$ cat config.mk
export PLATFORM = sky130hd
export DESIGN_NAME = sample_window
export DESIGN_NICKNAME = d
export VERILOG_FILES = /design/src/rtl/sample_window.sv
export SDC_FILE = /design/constraint.sdc
export NUM_CORES = 1
export LEC_CHECK = 0
export BUFFER_PORTS_ARGS = -buffer_cell sky130_fd_sc_hd__buf_2
export CORE_ASPECT_RATIO = 1.2
export CORE_MARGIN = 5
export CORE_UTILIZATION = 42
export DETAILED_ROUTE_END_ITERATION = 16
export PLACE_DENSITY_LB_ADDON = 0.1
export SLEW_MARGIN = 20
export SYNTH_ARGS = -nofsm -noshare
export SYNTH_HDL_FRONTEND = slang
export SYNTH_SLANG_ARGS = --single-unit
$ cat constraint.sdc
create_clock -name clock -period 2.7 [get_ports clock]
set_clock_uncertainty 0.05 [all_clocks]
set_input_delay 0 -clock clock [delete_from_list [all_inputs] [get_ports clock]]
set_output_delay 0 -clock clock [all_outputs]
set_load 0.03 [all_outputs]
$ cat src/rtl/sample_window.sv
//------------------------------------------------------------------------------
// sample_window
//
// Sliding window of the most recent WINDOW_SIZE signed samples, kept in a
// circular buffer. For every accepted sample the block presents the sample
// entering the window (first) and the sample it displaces (last). A
// downstream accumulator can keep a running window statistic from these
// values, for example energy = sum(first^2 - last^2).
//
// Parameters
//   WINDOW_SIZE  : number of samples in the window (2..1024)
//   DATA_WIDTH   : sample width in bits, signed two's complement
//
// Ports
//   clock        : rising-edge clock for all state
//   reset        : synchronous, active-high reset
//   flush        : synchronous window clear, same effect as reset
//   sample_in    : incoming signed sample
//   sample_valid : sample_in is accepted on this edge
//   first        : registered copy of the sample entering the window
//   last         : registered copy of the sample leaving the window
//                  (0 while the window is still filling)
//   update       : one-cycle strobe, first/last refreshed this cycle
//   window_full  : high once WINDOW_SIZE samples have been accepted
//   fill_count   : samples currently held, saturating at WINDOW_SIZE
//------------------------------------------------------------------------------
module sample_window #(
   parameter int WINDOW_SIZE = 15,
   parameter int DATA_WIDTH  = 16,
   localparam int COUNT_WIDTH = $clog2(WINDOW_SIZE + 1),
   localparam int PTR_WIDTH   = (WINDOW_SIZE > 2) ? $clog2(WINDOW_SIZE) : 1
) (
   input  logic                   clock,
   input  logic                   reset,
   input  logic                   flush,
   input  logic [DATA_WIDTH-1:0]  sample_in,
   input  logic                   sample_valid,
   output logic [DATA_WIDTH-1:0]  first,
   output logic [DATA_WIDTH-1:0]  last,
   output logic                   update,
   output logic                   window_full,
   output logic [COUNT_WIDTH-1:0] fill_count
);

   typedef enum logic {
      FILL = 1'b0,
      RUN  = 1'b1
   } state_t;

   state_t                  state;
   logic [PTR_WIDTH-1:0]    wr_ptr;
   logic [DATA_WIDTH-1:0]   buffer [WINDOW_SIZE];

   // Single sequential block: FSM, pointer, buffer and registered outputs.
   // The buffer entry at wr_ptr is read into last on the same edge that it
   // is overwritten, so last is always the sample from WINDOW_SIZE
   // acceptances ago. While filling, the slot being overwritten holds no
   // sample of the current window, so last is forced to 0 instead.
   // reset and flush both clear every entry so a fresh fill never sees
   // stale data from an earlier window.
   always_ff @(posedge clock) begin
      if (reset || flush) begin
         state       <= FILL;
         wr_ptr      <= '0;
         first       <= '0;
         last        <= '0;
         update      <= 1'b0;
         window_full <= 1'b0;
         fill_count  <= '0;
         for (int i = 0; i < WINDOW_SIZE; i++) begin
            buffer[i] <= '0;
         end
      end else begin
         update <= 1'b0;
         if (sample_valid) begin
            update         <= 1'b1;
            first          <= sample_in;
            buffer[wr_ptr] <= sample_in;
            if (wr_ptr == PTR_WIDTH'(WINDOW_SIZE - 1)) begin
               wr_ptr <= '0;
            end else begin
               wr_ptr <= wr_ptr + PTR_WIDTH'(1);
            end
            if (state == FILL) begin
               last       <= '0;
               fill_count <= fill_count + COUNT_WIDTH'(1);
               if (fill_count == COUNT_WIDTH'(WINDOW_SIZE - 1)) begin
                  state       <= RUN;
                  window_full <= 1'b1;
               end
            end else begin
               last <= buffer[wr_ptr];
            end
         end
      end
   end

endmodule

==> metrics.txt, run 1 <==
status=completed; Avg Inst Size Synth=13.4 µm²; total CTS buffers=34; hold slack=57.0 ps; H-Tree Depth=2; HP Class=in2reg; area leader, netlist=edfxtp_1; DRC viols=0; Synth Instances=1009; Post-Route WL=33.7 mm; Slew @ Worst Pin=1070 ps; mapped cell area=0.0135 mm²; max-slew violations=0; pwr dens=659 mW/mm²; post-route cell area=0.0156 mm²; # setup viols final=0; area delta synth->final=15.7%; wire length on met1=15.0 mm; kind of critical path=reg2reg; Setup WS pre-CTS=419 ps; leakage power=5.86 nW; initial antenna violation count=0; Clk Latency, worst-skew pair=510 ps; PostCTS Resize Cnt=0; root buffer cell=clkbuf_16; IO Count=58; Multi-input gate area=0.00446 mm²; largest net degree at the start of global routing=41; met3 WL=1.14 mm; I/O Buffers=57; post-synth top area share=0.570; Critical Path End Type=register; Max-Cap Viols=0; flop-to-flop setup slack=440 ps; dpl hpwl=21.7 mm; min cycle time layout=2260 ps; most frequent cell after synthesis=edfxtp_1; unrepaired setup endpoints after global routing=false; sequential cell area=0.00863 mm²; vias per cell=5.29; final setup margin=441 ps; Post-synth EDFFs=256; Seq/Total Area, Yosys=0.640; total power=10.3 mW; number of synthesized register bits=303; top routing layer in use=met4; fin util=0.488; Max Fclk=0.443 GHz; initial core utilization=0.422; TNS Setup=0 ps; Final GP Congestion=0.777; CTS tree=yes; met2 WL=16.8 mm; Max IR drop VDD=581 µV; vias in the first global route=8161; Netlist cell types=47; Post-Layout Cell Count=1522; fin crit share=0.837; commonest cells in the synthesized netlist=edfxtp_1 (256), and2_1 (241), mux2i_1 (99); placed cell areas=0.0143 mm²; DR iter-0 viols=478; Worst slew margin=0.284; cell count after placement=1443; CP max FO=24; fillers=2804; Routed Antenna Nets=0; Die Wd=174 µm; total track usage=0.190; per-cell routed wire length=22.2 µm; Post-Syn Nets=1031; First-pass DRT Iterations=5; Row Count=72; CP required=3020 ps; clk slew on worst S/H paths=60 ps; synth top area cells=edfxtp_1 (57%), and2_1 (11%), mux2i_1 (7.3%); Die Span Y=206 µm; clk buf depth=3; Sink Count=303; DR vias=8048; Hold Path Origin=flush; n_diodes=0; core area=0.0320 mm²; Final Hold Fails=0; Setup crit start kind=register; nets=1111; Yosys Warn Count=0; Synth Flop Type=edfxtp_1; first-pass GRT wire length=51.8 mm; die area=0.0358 mm²; Post-synth ARST share=0; share of layout cells above drive strength 1=0.170; Overflow after GRT=0; Arr. time, crit path=2580 ps
-- placed cells by master, fill, tap and decap left out, types with 3 or more instances in the layout --
cell type and count:
nor2_2 4, buf_4 46, clkinv_1 4, nand2b_1 4, o21ai_0 21, nor3b_1 3
dfxtp_1 44, or2b_1 3, or3_1 3, mux4_2 8, a21oi_1 7, nor3_2 3
clkbuf_1 13, inv_1 16, a211oi_1 14, clkbuf_16 37, o21ai_1 10, a22oi_1 5
mux2_2 17, nor2_1 45, and2_1 241, dlygate4sd3_1 17, nor2b_1 5, a32oi_1 12
o211ai_1 25, a2bb2oi_1 38, nand2_1 22, buf_2 57, mux2i_1 99, edfxtp_1 256
-- state kept, by name, indices dropped and copies added (netlist names), named ones only --
name and flops:
first 16, last 16, window_full 1, wr_ptr 4, fill_count 4, buffer 256, update 1, state 1
-- final cells by class --
cell class / instances / area share
clock inverter: 11 / 0.00706
tap: 407 / 0.0326
sequential: 303 / 0.554
multi-input combinational: 612 / 0.286
inverter: 16 / 0.00385
timing repair buffer: 122 / 0.0539
clock buffer: 51 / 0.0634
-- what timing repair did --
item,4_1_cts,5_1_grt
hold endpoints to repair,174,0
buffers inserted,0,0
hold buffers,17,0
-- critical path: stages, from the launching register on --
cell,delay (ps)
dfxtp_2,560
nor2b_1,930
a32oi_1,200
o211ai_1,220
o211ai_1,140
-- final timing paths --
path                            cells after the start          end
worst max-delay path                                4      last[2]
worst min-delay path                                4       update
worst max register to register                      4      last[2]
worst min register to register                      2  window_full
-- routing by layer --
layer / up-vias / global-route usage
met5: - / 0
met4: 0 / 0.0540
met3: 47 / 0.0260
met2: 162 / 0.331
met1: 4025 / 0.251
li1: 3814 / -
-- report_power, final --
| group | total (mW) | leakage [nW] | internal, mW | switching, mW |
|---|---|---|---|---|
| clock network | 4.55 | 0.530 | 2.73 | 1.82 |
| registers | 5.28 | 3.20 | 5.22 | 0.0570 |
| logic | 0.447 | 2.13 | 0.153 | 0.294 |
-- cell families after synthesis --
family | after synthesis | synth area share
xor+xnor | 3 | 0.00195
simple gates | 346 | 0.151
fa+ha+maj | 2 | 0.00186
buf+inv | 94 | 0.0304
compound gates | 137 | 0.0740
flops | 303 | 0.640
mux | 124 | 0.101
Power figures use the tool's default switching activity.
==> run 2: changes to the inputs <==
==> constraint.sdc (replaced) <==
create_clock -name clock -period 2.2 [get_ports clock]
set_clock_uncertainty 0.05 [all_clocks]
set_input_delay 0 -clock clock [delete_from_list [all_inputs] [get_ports clock]]
set_output_delay 0 -clock clock [all_outputs]
set_load 0.03 [all_outputs]
==> run 2 against run 1 <==
Compared with the run above:
- sequential share of layout area shrank 0.56 points
- flip-flop and latch count is the same
- worst setup slack lost 240 ps
- power grew 23%
- sequential power grew 23%
- cell count grew 0.33%
- worst hold slack lost 41 ps
- global-route usage grew 0.18 points
- register-to-register slack lost 240 ps
- critical path type unchanged
==> metrics.txt, run 2 (synthesized netlist as in run 1, its figures left out) <==
DRC viols=0 (unchanged); core area=0.0320 mm² (unchanged); Slowest-stage cell, CP=nor2_2 (was nor2b_1); Post-Layout Cell Count=1527 (was 1522); biggest regs=buffer (256), first (16), last (16) (unchanged); max-slew violations=0 (unchanged); Clk Latency, worst-skew pair=560 ps (was 510 ps); unrepaired setup endpoints after global routing=false (unchanged); Die Wd=174 µm (unchanged); fin util=0.493 (was 0.488); Final GP Congestion=0.761 (was 0.777); Post-Route WL=34.3 mm (was 33.7 mm); Most flops, register=buffer (unchanged); Arr. time, crit path=2390 ps (was 2580 ps); Final Hold Fails=0 (unchanged); first-pass GRT wire length=52.0 mm (was 51.8 mm); Overflow after GRT=0 (unchanged); fin crit share=0.911 (was 0.837); IO Count=58 (unchanged); total track usage=0.192 (was 0.190); area delta synth->final=16.9% (was 15.7%); leakage power=5.96 nW (was 5.86 nW); vias per cell=5.22 (was 5.29); share of layout cells above drive strength 1=0.188 (was 0.170); Hold Path Origin=flush (unchanged); DR iter-0 viols=508 (was 478); Die Span Y=206 µm (unchanged); H-Tree Depth=1 (was 2); hold slack=16.0 ps (was 57.0 ps); placed cell areas=0.0145 mm² (was 0.0143 mm²); slowest cell delay on critical path=630 ps (was 930 ps); Post-CTS Setup Repair Bufs=0 (unchanged); total CTS buffers=31 (was 34); per-cell routed wire length=22.5 µm (was 22.2 µm); die area=0.0358 mm² (unchanged); most common cell after layout, fill and taps aside=edfxtp_1 (unchanged); crit path from=wr_ptr[1]; Setup WS pre-CTS=-132 ps (was 419 ps); Routed Antenna Nets=0 (unchanged); TNS Setup=0 ps (unchanged); post-route cell area=0.0158 mm² (was 0.0156 mm²); Slew @ Worst Pin=920 ps (was 1070 ps); # setup viols final=0 (unchanged); CP required=2580 ps (was 3020 ps); vias in the first global route=8183 (was 8161); worst r2r src=wr_ptr[1]; clk buf depth=3 (unchanged); Buf+Inv Stages, Crit Path=0 (unchanged); clk slew on worst S/H paths=60 ps (about the same); Critical Path End Type=register (unchanged); First-pass DRT Iterations=5 (unchanged); critical path, cell by cell=nand2_1 -> or3_1 -> nor2_2 -> and2_1 (was nor2b_1 -> a32oi_1 -> o211ai_1 -> o211ai_1); dpl hpwl=22.0 mm (was 21.7 mm); Max IR drop VDD=553 µV (was 581 µV); I/O Buffers=57 (unchanged); final setup margin=196 ps (was 441 ps); Max-Cap Viols=0 (unchanged); min cycle time layout=2000 ps (was 2260 ps); kind of critical path=reg2reg (unchanged); Worst slew margin=0.385 (was 0.284); DR vias=7970 (was 8048); max reg flops=256 (unchanged); Setup crit start kind=register (unchanged); Sink Count=303 (unchanged); total power=12.6 mW (was 10.3 mW); HP Class=in2reg (unchanged); Row Count=72 (unchanged); status=completed (unchanged); initial core utilization=0.422 (unchanged); Max Fclk=0.499 GHz (was 0.443 GHz); CP max FO=16 (was 24); n_diodes=0 (unchanged); commonest non-fill, non-tap cells in the layout=edfxtp_1 (256), and2_1 (241), mux2i_1 (99), buf_2 (57), buf_4 (49) (was edfxtp_1 (256), and2_1 (241), mux2i_1 (99), buf_2 (57), buf_4 (46)); cell count after placement=1453 (was 1443); Largest delay share family, worst path=simple AND/OR/NAND/NOR gates (unchanged); largest net degree at the start of global routing=35 (was 41); CTS tree=yes (unchanged); initial antenna violation count=0 (unchanged); pwr dens=802 mW/mm² (was 659 mW/mm²); nets=1118 (was 1111); root buffer cell=clkbuf_16 (unchanged)
[run 2: repair_timing]
action / CTS / global route
hold endpoints to repair: 279 / 0
resized for setup: 2 / 1
cloned: 0 / 0
hold buffers: 17 / 0
setup endpoints to repair: 11 / 4
[run 2: path summary, 6_finish.rpt]
path                                      end  cells past startpoint  slack (ps)
worst min-delay path                   update                      4          20
worst max-delay path            buffer[10][7]                      4         200
worst min register to register    window_full                      2         420
worst max register to register  buffer[10][7]                      4         200
[run 2: power by group]
part           total, mW  switching (mW)  internal (mW)
registers           6.47          0.0623           6.41
clock network       5.59            2.22           3.37
logic              0.586           0.380          0.206
[run 2: cell type report]
class                           count  area (µm²)
Clock buffer                       41         875
Tap cell                          407         509
Clock inverter                     16         211
Fill cell                        2737       16200
Timing Repair Buffer              132        1000
Inverter                           16        60.1
Multi-Input combinational cell    612        4470
Sequential cell                   303        8630
[run 2: worst min-delay path: stages]
cell and delay (ps):
buf_2 90, or2_1 120, buf_4 300, nor2_1 70
[run 2: per-layer routing]
layer	vias up	track usage	wire length, µm
li1	3832	-	-
met1	3947	0.246	14800
met2	135	0.343	17500
met3	56	0.0220	1120
met4	0	0.0586	858
met5	-	0	0
